## src/rtl/vend_change_dispenser.sv

```systemverilog
// Change dispenser: pays a requested amount greedily as timed eject pulses on
// three denomination hoppers, skipping empty ones, then pulses done (with err).
module vend_change_dispenser #(
  parameter int AMT_W     = 8,
  parameter int D_HI      = 10,
  parameter int D_MID     = 5,
  parameter int D_LO      = 1,
  parameter int PULSE_CYC = 4,
  parameter int GAP_CYC   = 4
) (
  input  logic             clk,
  input  logic             rst,
  input  logic             req,
  input  logic [AMT_W-1:0] amount,
  input  logic             empty_hi,
  input  logic             empty_mid,
  input  logic             empty_lo,
  output logic             busy,
  output logic             eject_hi,
  output logic             eject_mid,
  output logic             eject_lo,
  output logic [AMT_W-1:0] remain,
  output logic             done,
  output logic             err
);

  localparam int CNT_MAX = (PULSE_CYC > GAP_CYC) ? PULSE_CYC : GAP_CYC;
  localparam int CNT_W   = (CNT_MAX > 1) ? $clog2(CNT_MAX) : 1;

  localparam logic [CNT_W-1:0] PULSE_LAST = CNT_W'(PULSE_CYC - 1);
  localparam logic [CNT_W-1:0] GAP_LAST   = CNT_W'(GAP_CYC - 1);
  localparam logic [AMT_W-1:0] V_HI       = AMT_W'(D_HI);
  localparam logic [AMT_W-1:0] V_MID      = AMT_W'(D_MID);
  localparam logic [AMT_W-1:0] V_LO       = AMT_W'(D_LO);

  typedef enum logic [2:0] {
    IDLE,
    SELECT,
    PULSE,
    GAP,
    FINISH
  } state_t;

  state_t           state, state_n;
  logic [CNT_W-1:0] cnt, cnt_n;
  logic [AMT_W-1:0] remain_n;
  logic [2:0]       eject, eject_n;
  logic             err_n;

  // Eject vector bit order is {hi, mid, lo}; only one bit is ever set.
  assign eject_hi  = eject[2];
  assign eject_mid = eject[1];
  assign eject_lo  = eject[0];

  always_comb begin
    state_n  = state;
    cnt_n    = cnt;
    remain_n = remain;
    eject_n  = eject;
    err_n    = 1'b0;
    case (state)
      IDLE: begin
        if (req) begin
          remain_n = amount;
          state_n  = SELECT;
        end
      end
      SELECT: begin
        if (remain == '0) begin
          state_n = FINISH;
        end else if (!empty_hi && remain >= V_HI) begin
          remain_n = remain - V_HI;
          eject_n  = 3'b100;
          cnt_n    = PULSE_LAST;
          state_n  = PULSE;
        end else if (!empty_mid && remain >= V_MID) begin
          remain_n = remain - V_MID;
          eject_n  = 3'b010;
          cnt_n    = PULSE_LAST;
          state_n  = PULSE;
        end else if (!empty_lo && remain >= V_LO) begin
          remain_n = remain - V_LO;
          eject_n  = 3'b001;
          cnt_n    = PULSE_LAST;
          state_n  = PULSE;
        end else begin
          err_n   = 1'b1;
          state_n = FINISH;
        end
      end
      PULSE: begin
        if (cnt == '0) begin
          eject_n = 3'b000;
          cnt_n   = GAP_LAST;
          state_n = GAP;
        end else begin
          cnt_n = cnt - 1'b1;
        end
      end
      GAP: begin
        if (cnt == '0) begin
          state_n = SELECT;
        end else begin
          cnt_n = cnt - 1'b1;
        end
      end
      FINISH: begin
        state_n = IDLE;
      end
      default: begin
        state_n = IDLE;
        eject_n = 3'b000;
      end
    endcase
  end

  // busy/done are registered from the next state so they line up with it.
  always_ff @(posedge clk) begin
    if (rst) begin
      state  <= IDLE;
      cnt    <= '0;
      remain <= '0;
      eject  <= 3'b000;
      busy   <= 1'b0;
      done   <= 1'b0;
      err    <= 1'b0;
    end else begin
      state  <= state_n;
      cnt    <= cnt_n;
      remain <= remain_n;
      eject  <= eject_n;
      busy   <= (state_n != IDLE);
      done   <= (state_n == FINISH);
      err    <= err_n;
    end
  end

endmodule

```

## config.mk

```make
export PLATFORM = sky130hd
export DESIGN_NAME = vend_change_dispenser
export DESIGN_NICKNAME = d
export VERILOG_FILES = /design/src/rtl/vend_change_dispenser.sv
export SDC_FILE = /design/constraint.sdc
export NUM_CORES = 1
export LEC_CHECK = 0
export ABC_AREA = 1
export CORE_ASPECT_RATIO = 0.9
export CORE_MARGIN = 2
export CORE_UTILIZATION = 25
export CTS_CLUSTER_SIZE = 16
export DETAILED_ROUTE_END_ITERATION = 16
export GPL_TIMING_DRIVEN = 0
export HOLD_SLACK_MARGIN = 0.15
export PLACE_DENSITY_LB_ADDON = 0.2
export SETUP_SLACK_MARGIN = 0.5
export SLEW_MARGIN = 20
export SYNTH_ARGS = -nofsm -noshare
export SYNTH_HDL_FRONTEND = slang
export SYNTH_SLANG_ARGS = --single-unit
```

## constraint.sdc

```tcl
create_clock -name clk -period 3.13 [get_ports clk]
set_input_delay 0.4695 -clock clk [delete_from_list [all_inputs] [get_ports clk]]
set_output_delay 0.4695 -clock clk [all_outputs]
set_load 0.01 [all_outputs]
```

# Yosys cells after proc, flatten, opt, wreduce, memory -nomap -nowiden
# Cells that the tools add are included.
# W data, S select, Z words.
word_totals:
  regBits: 19
  latch_bits: 0
  mem_bits_rw: 0
  mem_bits_ro: 0
  in_bits: 14
  out_inout_bits: 14
  word_cells: 71
  n_memories: 0
op_classes:
  n_addsub: 4
  mul: 0
  div: 0
  n_lt_le_gt_ge: 3
  n_eq_ne: 10
  shifts: 0
  muxes: 28
  n_bitwise: 2
  reduce_logical: 17
ops:
  columns: ["op", "n"]
  rows:
  - ["$mux W8", 5]
  - ["$mux W3", 12]
  - ["$pmux W8 S2", 1]
  - ["$mux W2", 6]
  - ["$pmux W3 S4", 1]
  - ["$reduce_and A4 Y1", 3]
  - ["$pmux W3 S3", 1]
  - ["$ge A8 B1 Y1 const B", 1]
  - ["$ge A8 B3 Y1 const B", 1]
  - ["$ge A8 B4 Y1 const B", 1]
  - ["$logic_not A8 Y1", 1]
  - ["$ne A2 B2 Y1 const B", 4]
  - ["$sub A8 B1 Y8 const B", 1]
  - ["$sub A8 B3 Y8 const B", 1]
  - ["$sub A8 B4 Y8 const B", 1]
  - ["$eq A3 B2 Y1 const B", 2]
  - ["$eq A3 B3 Y1 const B", 2]
  - ["$pmux W2 S3", 1]
  - ["$reduce_bool A3 Y1", 2]
  - ["$reduce_or A5 Y1", 1]
  - ["$ne A4 B4 Y1 const B", 1]
  - ["$eq A3 B1 Y1 const B", 1]
  - ["$logic_and A1 B1 Y1", 3]
  - ["$logic_not A1 Y1", 3]
  - ["7 further kinds", 8]

# Longest topological paths before layout
logic_depth:
  depth_word: 8
  mapped_depth: 14
  depth_no_buf: 14

# Least setup slack after synthesis
# No wires, ideal clock.
synth_path:
  path_kind: "register to register"
  startpoint: "register remain[1]"
  endpoint: "register remain[4]"
  setup_time_ns: 0.070
  arrival_time_ns: 1.723
  required_ns: 3.060
  path_slack_ns: 1.337
  stages_incl_launch_ff: 14
  path_buffers: 0
  period_less_slack_ns: 1.793
  path_cell_list: "dfxtp_1 -> inv_1 -> ha_1 -> inv_1 -> nand2_2 -> nand2_2 -> nor2_1 -> nor2_1 -> nand2_1 -> nand2_1 -> nand2_1 -> nand3_1 -> o21ai_0 -> a21oi_1"
synth_between:
  elab_chain_cells: 6
  elab_cells_between_ends: 18
  classes_between: "add/sub: 3; order compare: 3; eq/ne: 2; mux: 5; reduce/logical: 5"
synth_rtl:
  columns: ["item", "line", "rtl"]
  rows:
  - ["start, declared", "22", "output logic [AMT_W-1:0] remain,"]
  - ["start signal, assigned", "130", "remain <= remain_n;"]
  - ["$sub A8 B1 Y8 or $ge A8 B3 Y1 (tied branches)", "82, 76", null]
  - ["$mux W8 or $logic_and A1 B1 Y1 (tied branches)", "81, 76", null]
  - ["$mux W8", "76", "end else if (!empty_mid && remain >= V_MID) begin"]
  - ["$mux W8", "71", "end else if (!empty_hi && remain >= V_HI) begin"]
  - ["$mux W8", "69", "if (remain == '0) begin"]
  - ["$pmux W8 S2", "61", "case (state)"]
# Several ways; a longest one is shown, not always the timed one. The select of a mux whose other input is x is not followed.
# A chain may end at the register's enable or synchronous reset.

# Final worst setup path
layout_path:
  startpoint: "register remain[1]"
  endpoint: "register remain[3]"
# Same word-level chain as after synthesis.

==> impl_results.md <==
- Status: finished, final reports clean
- Post-layout nets: 293
- Layer with the highest usage: met2
- Final setup vio count: 0
- Ant diodes: 0
- Layout cells sized above 1: 0.122
- Synth Net Count: 261
- WP data arrival: ~2.4 ns
- Yosys synthesis warning count: 0
- Max cap viols: 0
- Area grow syn2layout: 26.8%
- DRC Markers: 0
- H-tree Lvls: 1
- Fin. max-slew vios: 0
- CP startpoint kind: register
- GR Util met2: 0.220
- Setup bufs post-CTS: 0
- Post-Layout Inst Area: 1940 um2
- VDD IR max: 265 uV
- Synth Register Bits: 19
- Total CTS buffers: 3
- CTS Buffer Depth: 2
- Wire length per cell: 12.2 um
- Most common cell after layout, fill and taps aside: nand2_1
- # rows: 27
- Die H: 78.2 um
- Crit Path Class: register to register
- Total gr overflow: 0
- DRT iter0 DRCs: 42
- # IOs: 28
- First-pass GRT wire length: roughly 7000 um
- Post-synthesis cell count: 239
- Resized cells post-CTS: 0
- Worst skew pair latency: 0.27 ns
- RePlAce Congestion: 0.792
- Router iterations before antenna repair: 4
- Setup_tns: 0 ns
- Post-synthesis cell area: approximately 1500 um2
- Hold Crit Start: eject[2]$_SDFFE_PP0P_
- Post-route ant nets: 0
- Die W: 86.4 um
- Met3 GRT Util: 0.0305
- Post-CTS Hold Fix Bufs: 0
- # port buffers: 27
- Initial antenna violation count: 0
- EDFF count, synth: 0
- Hold Path Depth: 2
- Root buf cell: clkbuf_8
- Via density: around 4.6
- Unrepaired setup endpoints after global routing: no
- Power per cell area: slightly below 900 nW/um2
- Final min period: 2.23 ns
- Crit. End Element: register
- Largest net degree at the start of global routing: 13
- Post-placement cell area: 1890 um2
- WHS Endpoint: eject[2]$_SDFFE_PP0P_
- Commonest cells after routing, fill and taps aside: nand2_1 (74), clkdlybuf4s50_1 (27), nor2_1 (26), inv_1 (21), dfxtp_1 (19)
- Type of the worst min-delay path: register to register
- Number of global-route vias before repair: approximately 1500
- CTS clk-pin slew, worst paths: ~0.090 ns
- Worst clock skew: 0.0133 ns
- DRT Wirelength: about 4200 um
- R2R Path End: remain[3]$_SDFFE_PP0P_
- R2r setup slk: between 0.8 and 0.9 ns
- GRT Overall Usage: 0.127
- Initial core utilization: 0.254
- Worst slew margin: 0.667
- Clk sinks: 19
- Fin crit share: 0.713
- Final hold violation count: 0
- Lkg Pwr: 0.903 nW
- Via count: 1566
- Fin util: 0.322
- FF-to-FF path depth: 13
- Worst-Margin Slew: 0.498 ns
- Die Area: 6750 um2
- Core area: 6010 um2
- WP data required: 3.32 ns
- Achievable Freq: 448 MHz
- WHS: roughly 0.47 ns
- Post-synthesis cell type count: 30
- CTS tree: yes
- Most frequently used flop master after synthesis: dfxtp_1
- Post-synth ARST share: 0
- Synthesized area per cell: 6.39 um2
- Worst-path maximum fanout: 7
- RR Startpoint: remain[1]$_SDFFE_PP0P_
- Grt met1 use: 0.166
- Sequential area share after synthesis: 0.249
- DP Wirelength: 3250 um
state kept, by name, summed over array words and instances, names as in the netlist:
signal  flops
state       3
err         1
busy        1
remain      8
eject       3
done        1
cnt         2
cell families (layout without fill, tap and decap cells):
logic type	Yosys count	in the layout	share of synthesized area
compound gates	28	28	0.109
simple gates	145	145	0.444
fa+ha+maj	8	8	0.0655
buf+inv	30	61	0.0811
flops	19	19	0.249
xor+xnor	9	9	0.0516
metrics by stage:
stage	std cells	power [mW]	worst slack (ns)
finish	342	1.69	0.899
CTS	342	1.70	0.854
floorplan	239	1.21	1.34
detailed placement	338	1.51	0.903
global route	342	1.86	0.659
global placement	338	1.50	0.924
critical path, cell delays in order (launching register included):
cell     delay (ns)
dfxtp_1        0.46
inv_1          0.16
ha_1           0.27
inv_1          0.08
nand2_2        0.07
nand2_2        0.13
nor2_1         0.06
nor2_1         0.39
nand2_1        0.09
nand2_1        0.10
nand2_1        0.06
nand3_1        0.08
nand3_1        0.07
a21oi_1        0.12
worst max path at each step:
stage | startpoint | endpoint | depth (start not counted)
5_1_grt | remain[1]$_SDFFE_PP0P_ | remain[7]$_SDFFE_PP0P_ | 13
4_1_cts | remain[1]$_SDFFE_PP0P_ | remain[3]$_SDFFE_PP0P_ | 13
3_3_place_gp | remain[1]$_SDFFE_PP0P_ | remain[3]$_SDFFE_PP0P_ | 13
6_report | remain[1]$_SDFFE_PP0P_ | remain[3]$_SDFFE_PP0P_ | 13
3_5_place_dp | remain[1]$_SDFFE_PP0P_ | remain[3]$_SDFFE_PP0P_ | 13
2_1_floorplan | remain[1]$_SDFFE_PP0P_ | remain[4]$_SDFFE_PP0P_ | 13
final cells by class:
class | instances | area [um2]
tap | 72 | 90.1
inverter | 27 | 104
buffer | 3 | 20.0
clock inverter | 1 | 7.51
fill | 671 | 4080
sequential | 19 | 380
clock buffer | 3 | 41.3
multi-input combinational | 190 | 1020
timing repair buffer | 27 | 270
per-layer routing:
layer	vias up	part of all wire
met4	0	0
met1	713	0.49
li1	823	-
met2	30	0.47
met3	0	0.037
met5	-	0
power by group:
part | internal, mW | leakage (nW) | switching [mW]
combinational | 0.434 | 0.725 | 0.682
clock | 0.0900 | 0.0217 | 0.0950
sequential | 0.305 | 0.156 | 0.0802
cells in the mapped netlist, types with 3 or more instances:
| master | n | area (um2) |
|---|---|---|
| nand2_1 | 74 | 278 |
| nor2_1 | 26 | 97.6 |
| inv_1 | 21 | 78.8 |
| dfxtp_1 | 19 | 380 |
| nand3_1 | 16 | 80.1 |
| a21oi_1 | 10 | 50.1 |
| o21ai_0 | 9 | 45.0 |
| ha_1 | 8 | 100 |
| xor2_1 | 8 | 70.1 |
| inv_2 | 5 | 18.8 |
| nand2_2 | 5 | 31.3 |
| nor3_1 | 5 | 25.0 |
| or2_2 | 5 | 31.3 |
| nand2_4 | 4 | 45.0 |
| nand4_1 | 4 | 25.0 |
| nand3_2 | 3 | 30.0 |
| o21ai_1 | 3 | 15.0 |
(Power assumes the default switching activity.)
